**config.mk**
```make
export PLATFORM = sky130hd
export DESIGN_NAME = char_fifo_fwft
export DESIGN_NICKNAME = d
export VERILOG_FILES = /design/src/rtl/char_fifo_fwft.sv
export SDC_FILE = /design/constraint.sdc
export NUM_CORES = 1
export LEC_CHECK = 0
export ABC_AREA = 1
export CORE_MARGIN = 10
export CORE_UTILIZATION = 35
export CTS_CLUSTER_DIAMETER = 150
export CTS_CLUSTER_SIZE = 20
export DETAILED_ROUTE_END_ITERATION = 12
export HOLD_SLACK_MARGIN = 0.08
export PLACE_DENSITY_LB_ADDON = 0.3
export SLEW_MARGIN = 0
export SYNTH_ARGS = -nofsm -noshare
export SYNTH_HDL_FRONTEND = slang
export SYNTH_SLANG_ARGS = --single-unit
```
**constraint.sdc**
```tcl
create_clock -name clk_tx -period 3.04 [get_ports clk_tx]
set_clock_uncertainty 0.2 [all_clocks]
set_input_delay 0.912 -clock clk_tx [delete_from_list [all_inputs] [get_ports clk_tx]]
set_output_delay 0.912 -clock clk_tx [all_outputs]
set_load 0.1 [all_outputs]
```
**src/rtl/char_fifo_fwft.sv**
```systemverilog
// First-word-fall-through character FIFO for the UART transmit path.
// Occupancy counter drives full/empty; sticky overflow/underflow for debug.
module char_fifo_fwft #(
   parameter int DATA_WIDTH = 8,
   parameter int ADDR_WIDTH = 4
) (
   input  logic                  clk_tx,
   input  logic                  rst_clk_tx,
   input  logic [DATA_WIDTH-1:0] char_fifo_din,
   input  logic                  char_fifo_wr_en,
   output logic                  char_fifo_full,
   output logic                  char_fifo_empty,
   output logic [DATA_WIDTH-1:0] char_fifo_dout,
   input  logic                  char_fifo_rd_en,
   output logic [ADDR_WIDTH:0]   char_fifo_count,
   input  logic                  flag_clr,
   output logic                  overflow,
   output logic                  underflow
);

   localparam int DEPTH = 1 << ADDR_WIDTH;
   localparam logic [ADDR_WIDTH:0] DEPTH_CNT = (ADDR_WIDTH+1)'(DEPTH);

   logic [DATA_WIDTH-1:0] mem [DEPTH];
   logic [ADDR_WIDTH-1:0] wr_ptr;
   logic [ADDR_WIDTH-1:0] rd_ptr;
   logic [ADDR_WIDTH:0]   count;
   logic                  push_ok;
   logic                  pop_ok;
   logic                  ovf_evt;
   logic                  udf_evt;

   assign char_fifo_full  = (count == DEPTH_CNT);
   assign char_fifo_empty = (count == '0);
   assign char_fifo_count = count;
   assign char_fifo_dout  = mem[rd_ptr];

   // A pop frees the slot in the same cycle, so a push at full is legal then.
   assign push_ok = char_fifo_wr_en & (~char_fifo_full | char_fifo_rd_en);
   assign pop_ok  = char_fifo_rd_en & ~char_fifo_empty;
   assign ovf_evt = char_fifo_wr_en & char_fifo_full & ~char_fifo_rd_en;
   assign udf_evt = char_fifo_rd_en & char_fifo_empty;

   always_ff @(posedge clk_tx) begin
      if (push_ok && !rst_clk_tx) begin
         mem[wr_ptr] <= char_fifo_din;
      end
   end

   always_ff @(posedge clk_tx) begin
      if (rst_clk_tx) begin
         wr_ptr <= '0;
         rd_ptr <= '0;
         count  <= '0;
      end else begin
         if (push_ok) begin
            wr_ptr <= wr_ptr + 1'b1;
         end
         if (pop_ok) begin
            rd_ptr <= rd_ptr + 1'b1;
         end
         case ({push_ok, pop_ok})
            2'b10:   count <= count + 1'b1;
            2'b01:   count <= count - 1'b1;
            default: count <= count;
         endcase
      end
   end

   // New events take priority over a coincident clear.
   always_ff @(posedge clk_tx) begin
      if (rst_clk_tx) begin
         overflow  <= 1'b0;
         underflow <= 1'b0;
      end else begin
         if (ovf_evt) begin
            overflow <= 1'b1;
         end else if (flag_clr) begin
            overflow <= 1'b0;
         end
         if (udf_evt) begin
            underflow <= 1'b1;
         end else if (flag_clr) begin
            underflow <= 1'b0;
         end
      end
   end

endmodule
```
# Word-level counts from Yosys, hierarchy flattened
# Memory sizes are Yosys's and may differ from the RTL's. A register that Yosys moved wholly into a read port is not among the register bits.
# Cells that the tools add are included.
[word_totals] register_bits=15 latch_bits=0 ram_bits=128 romBits=0 in_bits=13 out_inout_bits=17 word_cells=36 mem_count=1
[memory_table] name="mem" depth=16 word_bits=8 read_ports=1 rd_ports_with_merged_regs=1 write_ports=1 line="24" source="logic [DATA_WIDTH-1:0] mem [DEPTH];"
[op_classes] add_sub_neg=4 mul=0 div_mod_pow=0 magnitude_cmp=0 n_eq_ne=3 n_shift=0 muxes=8 n_bitwise=9 n_reduce_logical=6
[ops] cell="5-bit one-hot mux with 2 select lines" count=1
[ops] cell="4-bit by 1-bit adder with 4-bit output (second input constant)" count=2
[ops] cell="4-bit two-way mux" count=2
[ops] cell="2-bit nonzero test" count=3
[ops] cell="5-bit by 1-bit adder with 5-bit output (second input constant)" count=1
[ops] cell="1-bit AND" count=5
[ops] cell="5-bit equality test (second input constant)" count=1
[ops] cell="5-bit logical NOT" count=1
[ops] cell="1-bit two-way mux" count=5
[ops] cell="5-bit by 1-bit subtractor with 5-bit output (second input constant)" count=1
[ops] cell="1-bit inverter" count=3
[ops] cell="2-bit by 1-bit equality test with 1-bit output (second input constant)" count=1
[ops] cell="2-bit equality test (second input constant)" count=1
[ops] cell="1-bit logical AND" count=1
[ops] cell="1-bit logical NOT" count=1
[ops] cell="1-bit bitwise OR" count=1

# Longest topological paths before layout
# Gate-level depths: netlist of run 1.
[depth] word_depth=7 ltp_mapped=16 mapped_depth_nobuf=16

# Worst setup path before layout of run 1
# No wires, ideal clock.
[synth_timing] kind="register to output" startpoint="register count[4], in the netlist char_fifo_count[4]" endpoint="output char_fifo_full" arrival_time_ns=2.453 setup_slack_ns=-0.525 stages_incl_launch_ff=3 n_path_buf=0 path_cell_list="dfxtp_1 inv_1 nor2_1"
[synth_via] elab_chain_len=1
[synth_rtl] item="from (decl)" line="27" source="logic [ADDR_WIDTH:0] count;"
[synth_rtl] item="from (signal assigned)" line="63" source="2'b10: count <= count + 1'b1;"
[synth_rtl] item="from (signal assigned)" line="64" source="2'b01: count <= count - 1'b1;"
[synth_rtl] item="from (signal assigned)" line="65" source="default: count <= count;"
[synth_rtl] item="5-bit equality test" line="33" source="assign char_fifo_full = (count == DEPTH_CNT);"
[synth_rtl] item="to (decl)" line="11" source="output logic char_fifo_full,"
# No other way between the ends.

==> qor.log, run 1 <==
INFO  timing         min_period_over_period=95.9%
INFO  cells_and_area post_route_cells_drive_above_1_share=14.7%
INFO  critical_path  cp_data_arrival_time=1.80ns
INFO  yosys          synth_area=6280µm²
INFO  placement      gp_congestion=0.738
INFO  power_and_ir_drop powerDensity=882nW/µm²
INFO  cells_and_area antenna_cells_inserted=0
INFO  route          avgViaCountPerCell=4.80
INFO  timing         max_freq=0.343GHz
INFO  route          wirelength_routed=13.2mm
INFO  route          dr.pass1.iters=4
INFO  yosys          synth-seq-area-share=67.2%
INFO  status         outcome=completed
INFO  yosys          synthArstFlopShare=0%
INFO  timing         slew_viol_final=0
INFO  worst_hold_path hp-start=overflow$_SDFFE_PP0P_
INFO  timing         relSlewSlack=57.6%
INFO  power_and_ir_drop power.static_leakage=2.86nW
INFO  clocking       maximum_number_of_buffers_from_clock_root_to_sink=2
INFO  route          antenna_violating_nets_remaining=0
INFO  route          drc=0
INFO  grt            global_route.usage.total=11.2%
INFO  floorplan      placementRows=48
INFO  clocking       ctsHtreeMaxLevel=4
INFO  grt            first_global_vias=4013
INFO  clocking       clk-insertion-delay-late=0.41ns
INFO  route          met2_length=6.18mm
INFO  critical_path  data_required_time_at_the_worst_endpoint=1.93ns
INFO  power_and_ir_drop max-vdd-ir-drop=858µV
INFO  route          vias=4057
INFO  power_and_ir_drop p_total=6.74mW
INFO  critical_path  critPathCaptureType=output pin
INFO  timing         layout_min_cycle_time=2.91ns
INFO  worst_hold_path min_path_type=reg -> reg
INFO  job            timing.max_cap.violations=0
INFO  placement      port_buffers=29
INFO  grt            grt_max_degree=79
INFO  timing         rsz0062_at_grt=true
INFO  route          drt-wirelength-per-cell=15.6µm
INFO  critical_path  cell_with_the_biggest_individual_delay_on_the_critical_path=dfxtp_4
INFO  cells_and_area multi_input_comb_area=1590µm²
INFO  yosys          post_synth_top_area_share=61.2%
INFO  yosys          synthFlopType=edfxtp_1
INFO  yosys          avgSynthCellArea=11.3µm²
INFO  clocking       hold_buffers_post_cts=0
INFO  cells_and_area syn_to_final_growth=21.5%
INFO  yosys          yosysUniqueCellTypes=23
INFO  yosys          synth_nets=579
INFO  critical_path  timing.rr.start=char_fifo_count[1]$_SDFFE_PP0P_
INFO  cells_and_area core_utilization_of_the_finished_layout=43.7%
INFO  clocking       tritoncts_num_sinks=147
INFO  clocking       cts_made_buffers=17
INFO  cells_and_area register_area=4230µm²
INFO  floorplan      core=17500µm²
INFO  yosys          synth_cells=557
INFO  cells_and_area fillerInstances=1603
INFO  critical_path  crit_fanout=49
INFO  clocking       cts_tree=built
INFO  yosys          post_synth_main_area_contributors=edfxtp_1 61%, dfxtp_1 6.1%, inv_1 5.2%, nand3_1 4.9%, nand2_1 4.2%
INFO  critical_path  worstPathCellList=buf_12 -> a21oi_1 -> o21ai_0 -> nand3_1 -> nand3_1 -> nand2_1 -> buf_12
INFO  route          route.layer.met1.wl=6.31mm
INFO  route          top_routing_layer_used=met4
INFO  route          routed-wl-met3=512µm
INFO  route          drtIter0Drc=309
INFO  grt            grt_pass1_wl=21.2mm
INFO  critical_path  cp_slowest_stage_delay=0.42ns
INFO  timing         setup_violations=0
INFO  yosys          yosys_warning_count=0
INFO  floorplan      floorplan.die_area=23700µm²
INFO  timing         worst_hold_slack=0.268ns
INFO  yosys          synth_edf_count=128
INFO  grt            antenna_found_initial=0
INFO  yosys          synth_seq_cells=147
INFO  clocking       path_clk_slew=0.06ns
INFO  yosys          yosysTopAreaCell=edfxtp_1
INFO  timing         timing_worst_slew_pin_value=0.634ns
INFO  floorplan      floorplan.initialDensity=36.0%
INFO  critical_path  worst_setup_path_class=reg -> out
INFO  clocking       root_buffer=clkbuf_16
INFO  placement      hpwl=8.51mm
INFO  floorplan      dieWidth=154µm
INFO  floorplan      die_height=154µm
INFO  timing         fin_tns_setup=0ns
INFO  grt            aggregate_global_routing_overflow=0
INFO  timing         finalHoldViolations=0
INFO  critical_path  critPathLaunchType=flip-flop
INFO  floorplan      pin_count=30
INFO  cells_and_area fin_nets=630
[cell type report]
| class | instances | area share, % |
|---|---|---|
| clock buffers | 19 | 5.67 |
| clock inverters | 13 | 1.54 |
| inverters | 88 | 4.37 |
| multi-input cells | 295 | 20.9 |
| flip-flops and latches | 147 | 55.4 |
| well taps | 225 | 3.69 |
| repair buffers | 59 | 8.49 |
[final timing paths]
kind                                           to  slack (ns)  cells past startpoint
setup / recovery                char_fifo_dout[7]        0.13                      7
hold / removal              overflow$_SDFFE_PP0P_        0.27                      2
setup reg to reg  char_fifo_count[4]$_SDFFE_PP0P_        0.70                     16
hold reg to reg             overflow$_SDFFE_PP0P_        0.27                      2
[metrics by stage]
stage / cells / cell area [µm²] / setup WS, ns
floorplan: 557 / 6290 / 0.0936
global placement: 812 / 7020 / -0.0148
detailed placement: 812 / 7020 / -0.0861
CTS: 844 / 7570 / 0.0225
global route: 846 / 7640 / -0.0460
finish: 846 / 7640 / 0.125
[critical path: cells and delay by family (launching register included)]
kind	cells	cell delay [ns]
DFF	1	0.42
buffers and inverters	2	0.42
and+or+nand+nor	3	0.35
AOI/OAI and AO/OA	2	0.18
[registers in the layout, indices dropped and copies added, names as in the netlist, named ones only]
register and count:
mem 128, overflow 1, wr_ptr 4, underflow 1, rd_ptr 4, char_fifo_count 5
[layout by cell type (no fill, tap or decap), types with 4 or more instances in the layout]
cell               n
a21oi_1           45
buf_12            11
buf_4             34
clkbuf_16         18
clkdlybuf4s50_1   12
clkinv_1           6
clkinvlp_4         5
dfxtp_1           17
edfxtp_1         128
ha_1               9
inv_1             86
nand2_1           67
nand2_2            4
nand3_1           61
nor2_1            28
o211ai_1          22
o211ai_2          10
o21ai_0           38
xor2_1             4
[cell usage after synthesis (9+ instances only)]
cell type    n
nor2_1      29
ha_1         9
nand2_1     70
inv_1       87
nand3_1     62
o211ai_1    22
buf_2       17
o21ai_0     38
dfxtp_1     19
edfxtp_1   128
a21oi_1     45
o211ai_2    10
[metal layers]
layer  global-route usage, %  up-vias
met4                    4.68        0
met5                       0        -
met2                    17.5       76
li1                        -     2030
met1                    14.2     1938
met3                    3.12       13
[repair_timing]
item	in CTS	in global routing
setup buffers	0	1
endpoints found under the setup margin	0	7
resized for setup	0	6
[cell families (layout without fill, tap and decap cells)]
family	after synthesis	count (layout)	share of synthesized area, %
AOI/OAI and AO/OA	118	118	11.5
xor gates and xnor gates	5	5	0.697
adders and majority gates	9	9	1.79
buffers and inverters	115	179	7.74
DFF	147	147	67.2
and+or+nand+nor	163	163	11.0
[power by group]
| group | internal, mW | switching, mW | leakage [nW] | total [mW] |
|---|---|---|---|---|
| clock network | 1.19 | 0.755 | 0.254 | 1.94 |
| registers | 2.28 | 0.0876 | 1.31 | 2.37 |
| logic | 0.757 | 1.67 | 1.30 | 2.43 |
No activity file was read; power rests on OpenSTA's default activity.
==> run 2, diff against run 1 <==
==> constraint.sdc (replaced) <==
create_clock -name clk_tx -period 3.75 [get_ports clk_tx]
set_clock_uncertainty 0.2 [all_clocks]
set_input_delay 1.125 -clock clk_tx [delete_from_list [all_inputs] [get_ports clk_tx]]
set_output_delay 1.125 -clock clk_tx [all_outputs]
set_load 0.1 [all_outputs]
==> run 2 against run 1 <==
  * Total power is 19% lower
  * Highest routed layer unchanged
  * Sequential share of layout area is 0.86 points higher
  * Critical path depth stayed put
  * Utilization is 0.67 points lower
  * Register-to-register slack better by 0.68 ns
  * Clock-buffer cell count is 1 lower
  * Design area is 1.5% lower
  * Die area stayed put
  * Critical endpoint is now char_fifo_dout[1]
  * Global-route usage is 0.060 points higher
==> qor.log, run 2 (synthesis results as in run 1) <==
INFO  cells_and_area max_flop_register=mem
INFO  critical_path  critPathLaunchType=flip-flop
INFO  clocking       root_buffer=clkbuf_16
INFO  timing         timing_worst_slew_pin_value=0.650ns [+0.0163 ns]
INFO  critical_path  critPathCaptureType=output pin
INFO  timing         relSlewSlack=56.6% [-1.0 points]
INFO  cells_and_area final_common_cell=edfxtp_1
INFO  floorplan      core=17500µm² [unchanged]
INFO  status         outcome=completed
INFO  timing         layout_min_cycle_time=3.36ns
INFO  cells_and_area post_layout_nonfiller_instances=837 [-1.1%]
INFO  cells_and_area largest_register_ffs=128 [unchanged]
INFO  power_and_ir_drop powerDensity=726nW/µm² [-18%]
INFO  grt            global_route.usage.total=11.3% [+0.060 points]
INFO  clocking       path_clk_slew=0.06ns [about the same]
INFO  floorplan      die_height=154µm [unchanged]
INFO  critical_path  cell_with_the_biggest_individual_delay_on_the_critical_path=dfxtp_2
INFO  clocking       cts_tree=built
INFO  cells_and_area post_route_cells_drive_above_1_share=12.9% [-1.7 points]
INFO  grt            grt_busiest_layer=met2
INFO  floorplan      dieWidth=154µm [unchanged]
INFO  grt            grt_pass1_wl=21.1mm [-0.65%]
INFO  clocking       postCtsSetupRepairBufs=0 [unchanged]
INFO  route          vias=4036 [-0.52%]
INFO  critical_path  cp_slowest_stage_delay=0.53ns [+0.11 ns]
INFO  timing         finalHoldViolations=0 [unchanged]
INFO  critical_path  worst_setup_path_class=reg -> out
INFO  floorplan      pin_count=30 [unchanged]
INFO  timing         fin_tns_setup=0ns [unchanged]
INFO  floorplan      floorplan.initialDensity=36.0% [unchanged]
INFO  clocking       maximum_number_of_buffers_from_clock_root_to_sink=2 [unchanged]
INFO  route          avgViaCountPerCell=4.82 [+0.55%]
INFO  placement      number_of_cells_after_detailed_placement=805 [-0.86%]
INFO  route          wirelength_routed=13.3mm [+0.83%]
INFO  placement      hpwl=8.55mm [+0.49%]
INFO  critical_path  cp_data_arrival_time=2.03ns [+0.23 ns]
INFO  critical_path  data_required_time_at_the_worst_endpoint=2.42ns [+0.49 ns]
INFO  job            timing.max_cap.violations=0 [unchanged]
INFO  timing         max_freq=0.298GHz
INFO  route          antenna_violating_nets_remaining=0 [unchanged]
INFO  clocking       clk-insertion-delay-late=0.42ns [about the same]
INFO  route          drc=0 [unchanged]
INFO  cells_and_area fin_nets=621 [-1.4%]
INFO  critical_path  crit_fanout=51 [+4.1%]
INFO  grt            use_met2=17.3% [-0.20 points]
INFO  cells_and_area syn_to_final_growth=19.7%
INFO  placement      port_buffers=29 [unchanged]
INFO  placement      gp_congestion=0.747 [+1.2%]
INFO  grt            antenna_found_initial=0 [unchanged]
INFO  grt            grt_util_met3=3.18% [+0.056 points]
INFO  worst_hold_path min_path_type=reg -> reg
INFO  timing         rsz0062_at_grt=false
INFO  critical_path  worstPathCellList=buf_12 -> a21oi_1 -> o21ai_0 -> nand3_1 -> nand3_1 -> nand2_1 -> buf_12
INFO  power_and_ir_drop power.static_leakage=2.82nW [-1.6%]
INFO  cells_and_area antenna_cells_inserted=0 [unchanged]
INFO  timing         slew_viol_final=0 [unchanged]
INFO  cells_and_area most_frequent_cells_in_the_layout=128 x edfxtp_1, 87 x inv_1, 70 x nand2_1
INFO  grt            aggregate_global_routing_overflow=0 [unchanged]
INFO  route          drtIter0Drc=246 [-20%]
INFO  clocking       cts_made_buffers=17 [unchanged]
INFO  grt            first_global_vias=3916 [-2.4%]
INFO  clocking       ctsHtreeMaxLevel=4 [unchanged]
INFO  floorplan      floorplan.die_area=23700µm² [unchanged]
INFO  clocking       hold_buffers_post_cts=0 [unchanged]
INFO  clocking       ctsResizeCount=0 [unchanged]
INFO  cells_and_area core_utilization_of_the_finished_layout=43.0% [-0.67 points]
INFO  power_and_ir_drop max-vdd-ir-drop=802µV [-6.5%]
INFO  clocking       tritoncts_num_sinks=147 [unchanged]
INFO  grt            met1_layer_usage_reported_by_global_route=15.0% [+0.76 points]
INFO  timing         setup_violations=0 [unchanged]
INFO  route          dr.pass1.iters=4 [unchanged]
INFO  timing         min_period_over_period=89.5%
INFO  route          drt-wirelength-per-cell=15.9µm [+1.9%]
INFO  grt            grt_max_degree=57 [-28%]
INFO  floorplan      placementRows=48 [unchanged]
INFO  power_and_ir_drop p_total=5.46mW [-19%]
## run 2: final timing paths
kind	slack, ns	startpoint	endpoint	cells after the start
min	0.28	rd_ptr[2]$_SDFFE_PP0P_	rd_ptr[2]$_SDFFE_PP0P_	2
max reg2reg	1.38	char_fifo_count[2]$_SDFFE_PP0P_	char_fifo_count[4]$_SDFFE_PP0P_	16
min reg2reg	0.28	rd_ptr[2]$_SDFFE_PP0P_	rd_ptr[2]$_SDFFE_PP0P_	2
max	0.39	flip-flop	char_fifo_dout[1]	7
## run 2: through the flow
stage | hold slack (ns) | area (µm²) | setup slack (ns)
floorplan | 0.247 | 6290 | 0.414
global placement | 0.259 | 6950 | 0.381
detailed placement | 0.264 | 6950 | 0.312
CTS | 0.284 | 7520 | 0.361
global route | 0.291 | 7520 | 0.253
finish | 0.280 | 7520 | 0.393
## run 2: area by class of cell
cell class	instances	area, µm²
Timing Repair Buffer	50	531
Clock buffer	18	429
Inverter	88	330
Clock inverter	14	144
Fill cell	1602	9960
Tap cell	225	282
Multi-Input combinational cell	295	1580
Sequential cell	147	4230
## run 2: critical path, delay by kind of cell (launching register included)
kind / cells / cell delay (ns)
AO/OA/AOI/OAI: 2 / 0.16
AND/OR/NAND/NOR: 3 / 0.36
buffers and inverters: 2 / 0.52
flip-flops: 1 / 0.53
## run 2: power breakdown
| part | internal (mW) | total, mW | switching [mW] |
|---|---|---|---|
| logic | 0.560 | 1.88 | 1.32 |
| registers | 1.85 | 1.94 | 0.0911 |
| clock network | 1.03 | 1.65 | 0.621 |
| total | 3.43 | 5.46 | 2.03 |
## run 2: layer usage
metal	wire, µm	vias to the layer above
li1	-	2002
met1	6310	1937
met2	6250	88
met3	589	9
met4	141	0
met5	0	-
